<file path="config.mk">
export PLATFORM = sky130hd
export DESIGN_NAME = fmul_pipe
export DESIGN_NICKNAME = d
export VERILOG_FILES = /design/src/rtl/fmul_pipe.sv
export SDC_FILE = /design/constraint.sdc
export NUM_CORES = 2
export LEC_CHECK = 0
export ABC_AREA = 0
export BUFFER_PORTS_ARGS = -buffer_cell sky130_fd_sc_hd__buf_2
export CELL_PAD_IN_SITES_DETAIL_PLACEMENT = 1
export CELL_PAD_IN_SITES_GLOBAL_PLACEMENT = 1
export CORE_AREA = 5 5 267 191
export CTS_BUF_LIST = sky130_fd_sc_hd__clkbuf_8
export DETAILED_ROUTE_END_ITERATION = 8
export DIE_AREA = 0 0 272 196
export PLACE_DENSITY_LB_ADDON = 0.2
export SYNTH_ARGS = -nofsm -noshare
export SYNTH_HDL_FRONTEND = slang
export SYNTH_SLANG_ARGS = --single-unit
</file>
<file path="constraint.sdc">
create_clock -name clk -period 8.97 [get_ports clk]
set_input_delay 1.3455 -clock clk [delete_from_list [all_inputs] [get_ports clk]]
set_output_delay 1.3455 -clock clk [all_outputs]
set_load 0.01 [all_outputs]
</file>
<file path="src/rtl/fmul_pipe.sv">
// Pipelined IEEE-754 binary32 multiplier with tag pass-through and per-result flags.
// Optional sticky flag accumulator enabled by defining FMUL_STICKY_FLAGS_EN.
module fmul_pipe #(
  parameter int STAGES = 2,
  parameter int TAG_W  = 6
) (
  input  logic             clk,
  input  logic             rstn,
  input  logic             flush,
  input  logic             in_valid,
  output logic             in_ready,
  input  logic [31:0]      in_s,
  input  logic [31:0]      in_t,
  input  logic [TAG_W-1:0] in_tag,
  output logic             out_valid,
  input  logic             out_ready,
  output logic [31:0]      out_d,
  output logic [TAG_W-1:0] out_tag,
  output logic             out_ovf,
  output logic             out_udf,
  output logic             out_inv
`ifdef FMUL_STICKY_FLAGS_EN
  ,
  input  logic             flag_clr,
  output logic [2:0]       flags_acc
`endif
);

  // Handshake: an op transfers on in_valid & in_ready, a result is consumed on
  // out_valid & out_ready; while out_valid & ~out_ready every stage holds.
  typedef struct packed {
    logic              sgn;
    logic signed [9:0] exp;
    logic [47:0]       prod;
    logic              spec;
    logic [31:0]       spec_d;
    logic              spec_inv;
    logic [TAG_W-1:0]  tag;
  } mid_t;

  localparam int LAST = STAGES - 2;

  logic stall;
  assign stall    = out_valid & ~out_ready;
  assign in_ready = ~stall;

  logic [7:0]  es, et;
  logic [22:0] ms, mt;
  logic        s_nan, t_nan, s_inf, t_inf, s_zero, t_zero, sgn;
  logic [47:0] prod;
  mid_t        s1;

  assign es     = in_s[30:23];
  assign et     = in_t[30:23];
  assign ms     = in_s[22:0];
  assign mt     = in_t[22:0];
  assign s_nan  = (es == 8'hFF) && (ms != 23'd0);
  assign t_nan  = (et == 8'hFF) && (mt != 23'd0);
  assign s_inf  = (es == 8'hFF) && (ms == 23'd0);
  assign t_inf  = (et == 8'hFF) && (mt == 23'd0);
  // Exponent 0 covers subnormals too: they flush to zero silently.
  assign s_zero = (es == 8'd0);
  assign t_zero = (et == 8'd0);
  assign sgn    = in_s[31] ^ in_t[31];
  assign prod   = {1'b1, ms} * {1'b1, mt};

  always_comb begin
    s1          = '0;
    s1.sgn      = sgn;
    s1.tag      = in_tag;
    s1.prod     = prod;
    s1.exp      = $signed({2'b00, es}) + $signed({2'b00, et}) - 10'sd127;
    if (s_nan) begin
      s1.spec     = 1'b1;
      s1.spec_d   = in_s | 32'h0040_0000;
      s1.spec_inv = ~in_s[22];
    end else if (t_nan) begin
      s1.spec     = 1'b1;
      s1.spec_d   = in_t | 32'h0040_0000;
      s1.spec_inv = ~in_t[22];
    end else if ((s_inf && t_zero) || (s_zero && t_inf)) begin
      s1.spec     = 1'b1;
      s1.spec_d   = 32'h7FC0_0000;
      s1.spec_inv = 1'b1;
    end else if (s_inf || t_inf) begin
      s1.spec   = 1'b1;
      s1.spec_d = {sgn, 8'hFF, 23'd0};
    end else if (s_zero || t_zero) begin
      s1.spec   = 1'b1;
      s1.spec_d = {sgn, 31'd0};
    end
  end

  mid_t mid_q [0:LAST];
  logic mid_v [0:LAST];

  // Stage 0 captures the product; further entries are plain delay registers.
  always_ff @(posedge clk or negedge rstn) begin
    if (!rstn) begin
      for (int i = 0; i <= LAST; i++) begin
        mid_v[i] <= 1'b0;
        mid_q[i] <= '0;
      end
    end else if (flush) begin
      for (int i = 0; i <= LAST; i++) mid_v[i] <= 1'b0;
    end else if (!stall) begin
      mid_v[0] <= in_valid;
      mid_q[0] <= s1;
      for (int i = 1; i <= LAST; i++) begin
        mid_v[i] <= mid_v[i-1];
        mid_q[i] <= mid_q[i-1];
      end
    end
  end

  mid_t              fq;
  logic              carry, g, rs, round_up;
  logic [22:0]       mant;
  logic [23:0]       mant_r;
  logic signed [9:0] e1;
  logic [31:0]       res_d;
  logic              res_ovf, res_udf, res_inv;

  assign fq    = mid_q[LAST];
  assign carry = fq.prod[47];

  always_comb begin
    if (carry) begin
      mant = fq.prod[46:24];
      g    = fq.prod[23];
      rs   = |fq.prod[22:0];
    end else begin
      mant = fq.prod[45:23];
      g    = fq.prod[22];
      rs   = |fq.prod[21:0];
    end
    round_up = g & (rs | mant[0]);
    // A round-up overflowing the mantissa leaves zeros in [22:0] and bumps e.
    mant_r   = {1'b0, mant} + {23'd0, round_up};
    e1       = fq.exp + $signed({9'd0, carry}) + $signed({9'd0, mant_r[23]});
    res_d    = {fq.sgn, e1[7:0], mant_r[22:0]};
    res_ovf  = 1'b0;
    res_udf  = 1'b0;
    res_inv  = 1'b0;
    if (fq.spec) begin
      res_d   = fq.spec_d;
      res_inv = fq.spec_inv;
    end else if (e1 >= 10'sd255) begin
      res_d   = {fq.sgn, 8'hFF, 23'd0};
      res_ovf = 1'b1;
    end else if (e1 <= 10'sd0) begin
      res_d   = {fq.sgn, 31'd0};
      res_udf = 1'b1;
    end
  end

  always_ff @(posedge clk or negedge rstn) begin
    if (!rstn) begin
      out_valid <= 1'b0;
      out_d     <= '0;
      out_tag   <= '0;
      out_ovf   <= 1'b0;
      out_udf   <= 1'b0;
      out_inv   <= 1'b0;
    end else if (flush) begin
      out_valid <= 1'b0;
      out_d     <= '0;
      out_tag   <= '0;
      out_ovf   <= 1'b0;
      out_udf   <= 1'b0;
      out_inv   <= 1'b0;
    end else if (!stall) begin
      out_valid <= mid_v[LAST];
      out_d     <= mid_v[LAST] ? res_d : 32'd0;
      out_tag   <= mid_v[LAST] ? fq.tag : '0;
      out_ovf   <= mid_v[LAST] & res_ovf;
      out_udf   <= mid_v[LAST] & res_udf;
      out_inv   <= mid_v[LAST] & res_inv;
    end
  end

`ifdef FMUL_STICKY_FLAGS_EN
  always_ff @(posedge clk or negedge rstn) begin
    if (!rstn)                       flags_acc <= 3'd0;
    else if (flag_clr)               flags_acc <= 3'd0;
    else if (out_valid && out_ready) flags_acc <= flags_acc | {out_inv, out_ovf, out_udf};
  end
`endif

endmodule

</file>
Word-level counts from Yosys, hierarchy flattened:

Cells that the tools add are included.

* div/mod/pow operators: 0
* add/subtract/negate cells: 5
* shift operators: 0
* multiplexer cells: 34
* bitwise logic cells: 12
* equal/unequal tests: 3
* $lt $le $gt $ge: 2
* multipliers: 1
* reductions and logical operators: 18

Operators by type and width (number)
* $mux W32: 4
* $mux W33: 3
* $mux W34: 2
* $mux W31: 2
* $mul A24 B24 Y48: 1
* $logic_not A23 Y1: 2
* $reduce_bool A23 Y1: 2
* $add A23 B1 Y24: 1
* $mux W23: 1
* $reduce_or A23 Y1: 1
* $reduce_or A22 Y1: 1
* $add A10 B2 Y10: 2
* $mux W1: 19
* $mux W6: 3
* $eq A8 B8 Y1 const B: 2
* $logic_not A8 Y1: 2
* $ge A10 B9 Y1 const B: 1
* $le A10 B1 Y1 const B: 1
* $sub A9 B7 Y10 const B: 1
* $add A8 B8 Y9: 1
* $logic_and A1 B1 Y1: 6
* $and A1 B1 Y1: 5
* $not A1 Y1: 5
* $logic_or A1 B1 Y1: 3
* 4 further kinds: 4

* memory bits (writable): 0
* memories: 0
* logic and storage cells: 89
* flip-flop bits (word level): 142
* latch bits: 0
* bits in read-only memories: 0
* output and inout port bits: 43

Longest topological paths before layout:

* word-level depth: 13
* mapped depth: 28
* depth with buffers taken out: 25

Worst setup path before layout:

Ideal clock, no wire load.

* path kind: input to register
* from: in in_t[3]
* to: reg mid_q (netlist bit fq[81])
* slack: 1250 ps
* buffers on the path: 2
* data arrival time: 7590 ps
* stages on the path: 27
* path through: clkbuf_1 > clkbuf_1 > nand2_1 > fa_1 > inv_1 > fa_1 > inv_1 > fa_1 > inv_1 > fa_1 > inv_1 > fa_1 > inv_1 > fa_1 > inv_1 > fa_1 > inv_1 > ha_1 > a21oi_1 > o211ai_1 > a211oi_1 > o21ai_2 > a2111oi_4 > nor2_2 > a31oi_1 > xor2_1 > o21ai_1

* cells in the longest elaborated chain, start to end: 1

Ends and longest elaborated chain
* start, declared: RTL line 13 `input logic [31:0] in_t,`
* $mul A24 B24 Y48: RTL line 65 `assign prod = {1'b1, ms} * {1'b1, mt};`
* end signal, assigned by index: RTL line 111 `mid_q[i] <= mid_q[i-1];`
* end, declared: RTL line 94 `mid_t mid_q [0:LAST];`

No other way between the ends.
A chain may end at the register's enable or synchronous reset.

Worst setup path after layout:

* from: in in_s[7]
* to: reg mid_q (netlist bit fq[86])

* cells in the longest elaborated chain, start to end: 1

Ends and longest elaborated chain
* start, declared: RTL line 12 `input logic [31:0] in_s,`
* $mul A24 B24 Y48: RTL line 65

No other way between the ends.

==> flow_metrics.tcl <==
set metrics [dict create \
    ys_seq_area_share_pct 13.60 \
    required_ns 9.30 \
    synthArstFlopShare_pct 100.0 \
    grt_pass1_wl_um 137900 \
    drtAntennaViolNets 0 \
    wl_um 88810 \
    crit_fanout 7 \
    yosysTopAreaCell "fa_1" \
    dr.pass1.iters 7 \
    cts_tree "built" \
    syn_area_um2 26140 \
    drt_iter0_drc 1531 \
    antenna_found_initial 9 \
    tightest_slew_ns 1.149 \
    path_class "in2reg" \
    die_area_um2 53310 \
    syn_area_per_cell_um2 8.868 \
    gp_congestion 0.9508 \
    final_area_um2 27750 \
    end_kind "register" \
    r2r-start "carry" \
    grt_max_degree 88 \
    drive_above_1_share_pct 7.777 \
    io_pins 118 \
    grt_overflow 0 \
    worstReg2RegEnd "out_d[21]" \
    yosysWarnings 0 \
    hp-class "reg2reg" \
    fill_cells 5690 \
    synthTopCellsByCount "inv_1, fa_1, nand2_1" \
    setup_viol 0 \
    vias 21180 \
    finalSetupTns_ns 0 \
    cts_buffers 17 \
    syn_nets 3696 \
    dp_hpwl_um 71240 \
    drc_errors 0 \
    synth_edf_count 0 \
    worst_setup_path_start_kind "input port" \
    setup_slack_ns 0.8283 \
    synth_flop_cell "dfrtp_1" \
    hold_violations 0 \
    areaGrowthSynthToFinish_pct 6.195 \
    io_buffers 117 \
    cp.arrival_ns 8.47 \
    synth_top_area_share_pct 37.07 \
    nets 3720 \
    min_from "fq[58]" \
    clk-insertion-delay-late_ns 0.48 \
    status "complete, no violations" \
    initial_core_util_pct 53.99 \
    grt_usage_pct 33.73 \
    synthMostInstantiatedCell "inv_1" \
    dpl_worst_slack_ns 0.4600 \
    die_x_um 272 \
    crit_start "in_s[7]" \
    synth_cells 2947 \
    synth.top_cells.by_area "fa_1, dfrtp_1, ha_1" \
    holdPathEnd "fq[58]" \
    period_share_pct 90.77 \
    core-area_um2 48410 \
    maxSlewViolCount 0 \
    wl_per_cell_um 24.55 \
    synthDistinctLibCells 77 \
    clock.fmax_mhz 122.8 \
    min_period_ns 8.142 \
    rsz0062_at_grt "false" \
    path_clk_slew_ns 0.08 \
    maxSlewHeadroom_pct 23.37 \
    post-cts-setup-buffer-count 0 \
    hold_depth 2 \
    row_count 68 \
    viasPerCell 5.856 \
    htreeDepth 4 \
    placed_area_um2 27290 \
    ff2ff_setup_slack_ns 3.74 \
    synth_seq_cells 142 \
    grt_pass1_vias 24020 \
    ctsHoldBuffers 0 \
    cts_buffer_depth 2 \
    cts-root-buf "clkbuf_8" \
    die_h_um 196 \
    drv_cap 0 \
    final.setup_skew_ns 0.01485 \
    cts_resized 0 \
    r2r.worst_path.cells 15 \
    cts.sinks 142 \
]
==> worst max path at each step <==
stage               endpoint  cells past startpoint  slack [ns]
floorplan             fq[81]                     27        1.25
global placement      fq[86]                     26        0.61
detailed placement    fq[86]                     26        0.46
CTS                   fq[86]                     26        0.96
global route          fq[86]                     26        0.59
finish                fq[86]                     26        0.83
==> flip-flops by register name, indices dropped and copies added, names as in the netlist <==
register	count
carry	1
fq	98
mid_v	1
out_d	32
out_inv	1
out_ovf	1
out_tag	6
out_udf	1
out_valid	1
==> stage by stage <==
step	hold slack [ns]	utilization (%)	cells
2_1_floorplan	0.4396	-	2947
3_3_place_gp	0.4533	56.38	3582
3_5_place_dp	0.4598	56.38	3582
4_1_cts	0.4817	57.31	3613
5_1_grt	0.4990	57.32	3616
6_report	0.4793	57.33	3617
==> cell type report <==
class                   count  area [µm²]  area share (%)
multi-input cells        2065       19810           71.36
flip-flops and latches    142        3555           12.81
inverters                 576        2162           7.790
repair buffers            169       982.2           3.539
well taps                 630       788.3           2.840
clock buffers              17       234.0          0.8430
clock inverters            14       217.7          0.7844
diodes                      4       10.01         0.03607
==> worst max-delay path, stage by stage <==
cell      delay, ns
buf_2          0.10
inv_1          0.40
nor2_1         0.15
fa_1           0.56
inv_1          0.10
fa_1           0.50
inv_1          0.07
fa_1           0.52
inv_1          0.06
fa_1           0.54
inv_1          0.05
fa_1           0.47
fa_1           0.50
inv_1          0.07
fa_1           0.53
inv_1          0.06
ha_1           0.38
a21oi_1        0.33
o21ai_0        0.18
a31oi_1        0.40
o211ai_1       0.21
nor4_2         0.37
nor2_1         0.12
a31oi_1        0.22
xor2_1         0.17
o21ai_1        0.07
==> kinds of logic (layout without fill, tap and decap cells) <==
family,count (synthesis),count (layout),share of synthesized area [%]
buffers and inverters,740,776,10.69
and+or+nand+nor,934,934,16.99
other,0,4,0
adders and majority gates,674,674,46.17
AOI/OAI and AO/OA,354,354,9.005
xor gates and xnor gates,87,87,2.916
DFF,142,142,13.60
muxes,16,16,0.6319
==> per-layer routing <==
layer	vias to the layer above	global-route usage (%)	wire, µm
met5	-	0	56
met4	8	11.41	3301
met1	10990	45.40	36550
li1	9089	-	-
met2	879	54.10	41230
met3	215	8.253	7671
==> placed cells by master, fill, tap and decap left out, drive strengths merged, types with 4 or more instances in the layout <==
| cell | n |
|---|---|
| nand2 | 419 |
| o31ai | 7 |
| buf | 169 |
| mux2i | 12 |
| nor3 | 16 |
| a21boi | 4 |
| a22oi | 23 |
| nor2 | 143 |
| nand3 | 29 |
| clkinv | 7 |
| o21ai | 117 |
| and3 | 5 |
| mux2 | 4 |
| a221oi | 24 |
| a31oi | 12 |
| dfrtp | 142 |
| a32o | 8 |
| nor2b | 9 |
| or4 | 5 |
| xor2 | 40 |
| and2 | 241 |
| o21bai | 13 |
| o211ai | 6 |
| inv | 573 |
| a21o | 21 |
| clkbuf | 17 |
| a211oi | 8 |
| xnor2 | 47 |
| a21oi | 71 |
| o21a | 12 |
| bufinv | 5 |
| ha | 190 |
| clkinvlp | 5 |
| diode | 4 |
| nand2b | 12 |
| nand4 | 21 |
| nor4 | 26 |
| fa | 484 |
| a22o | 7 |
Power is left out: the tool's default activity adds up to more than one toggle a clock period on the data nets, which glitch-free logic cannot reach.
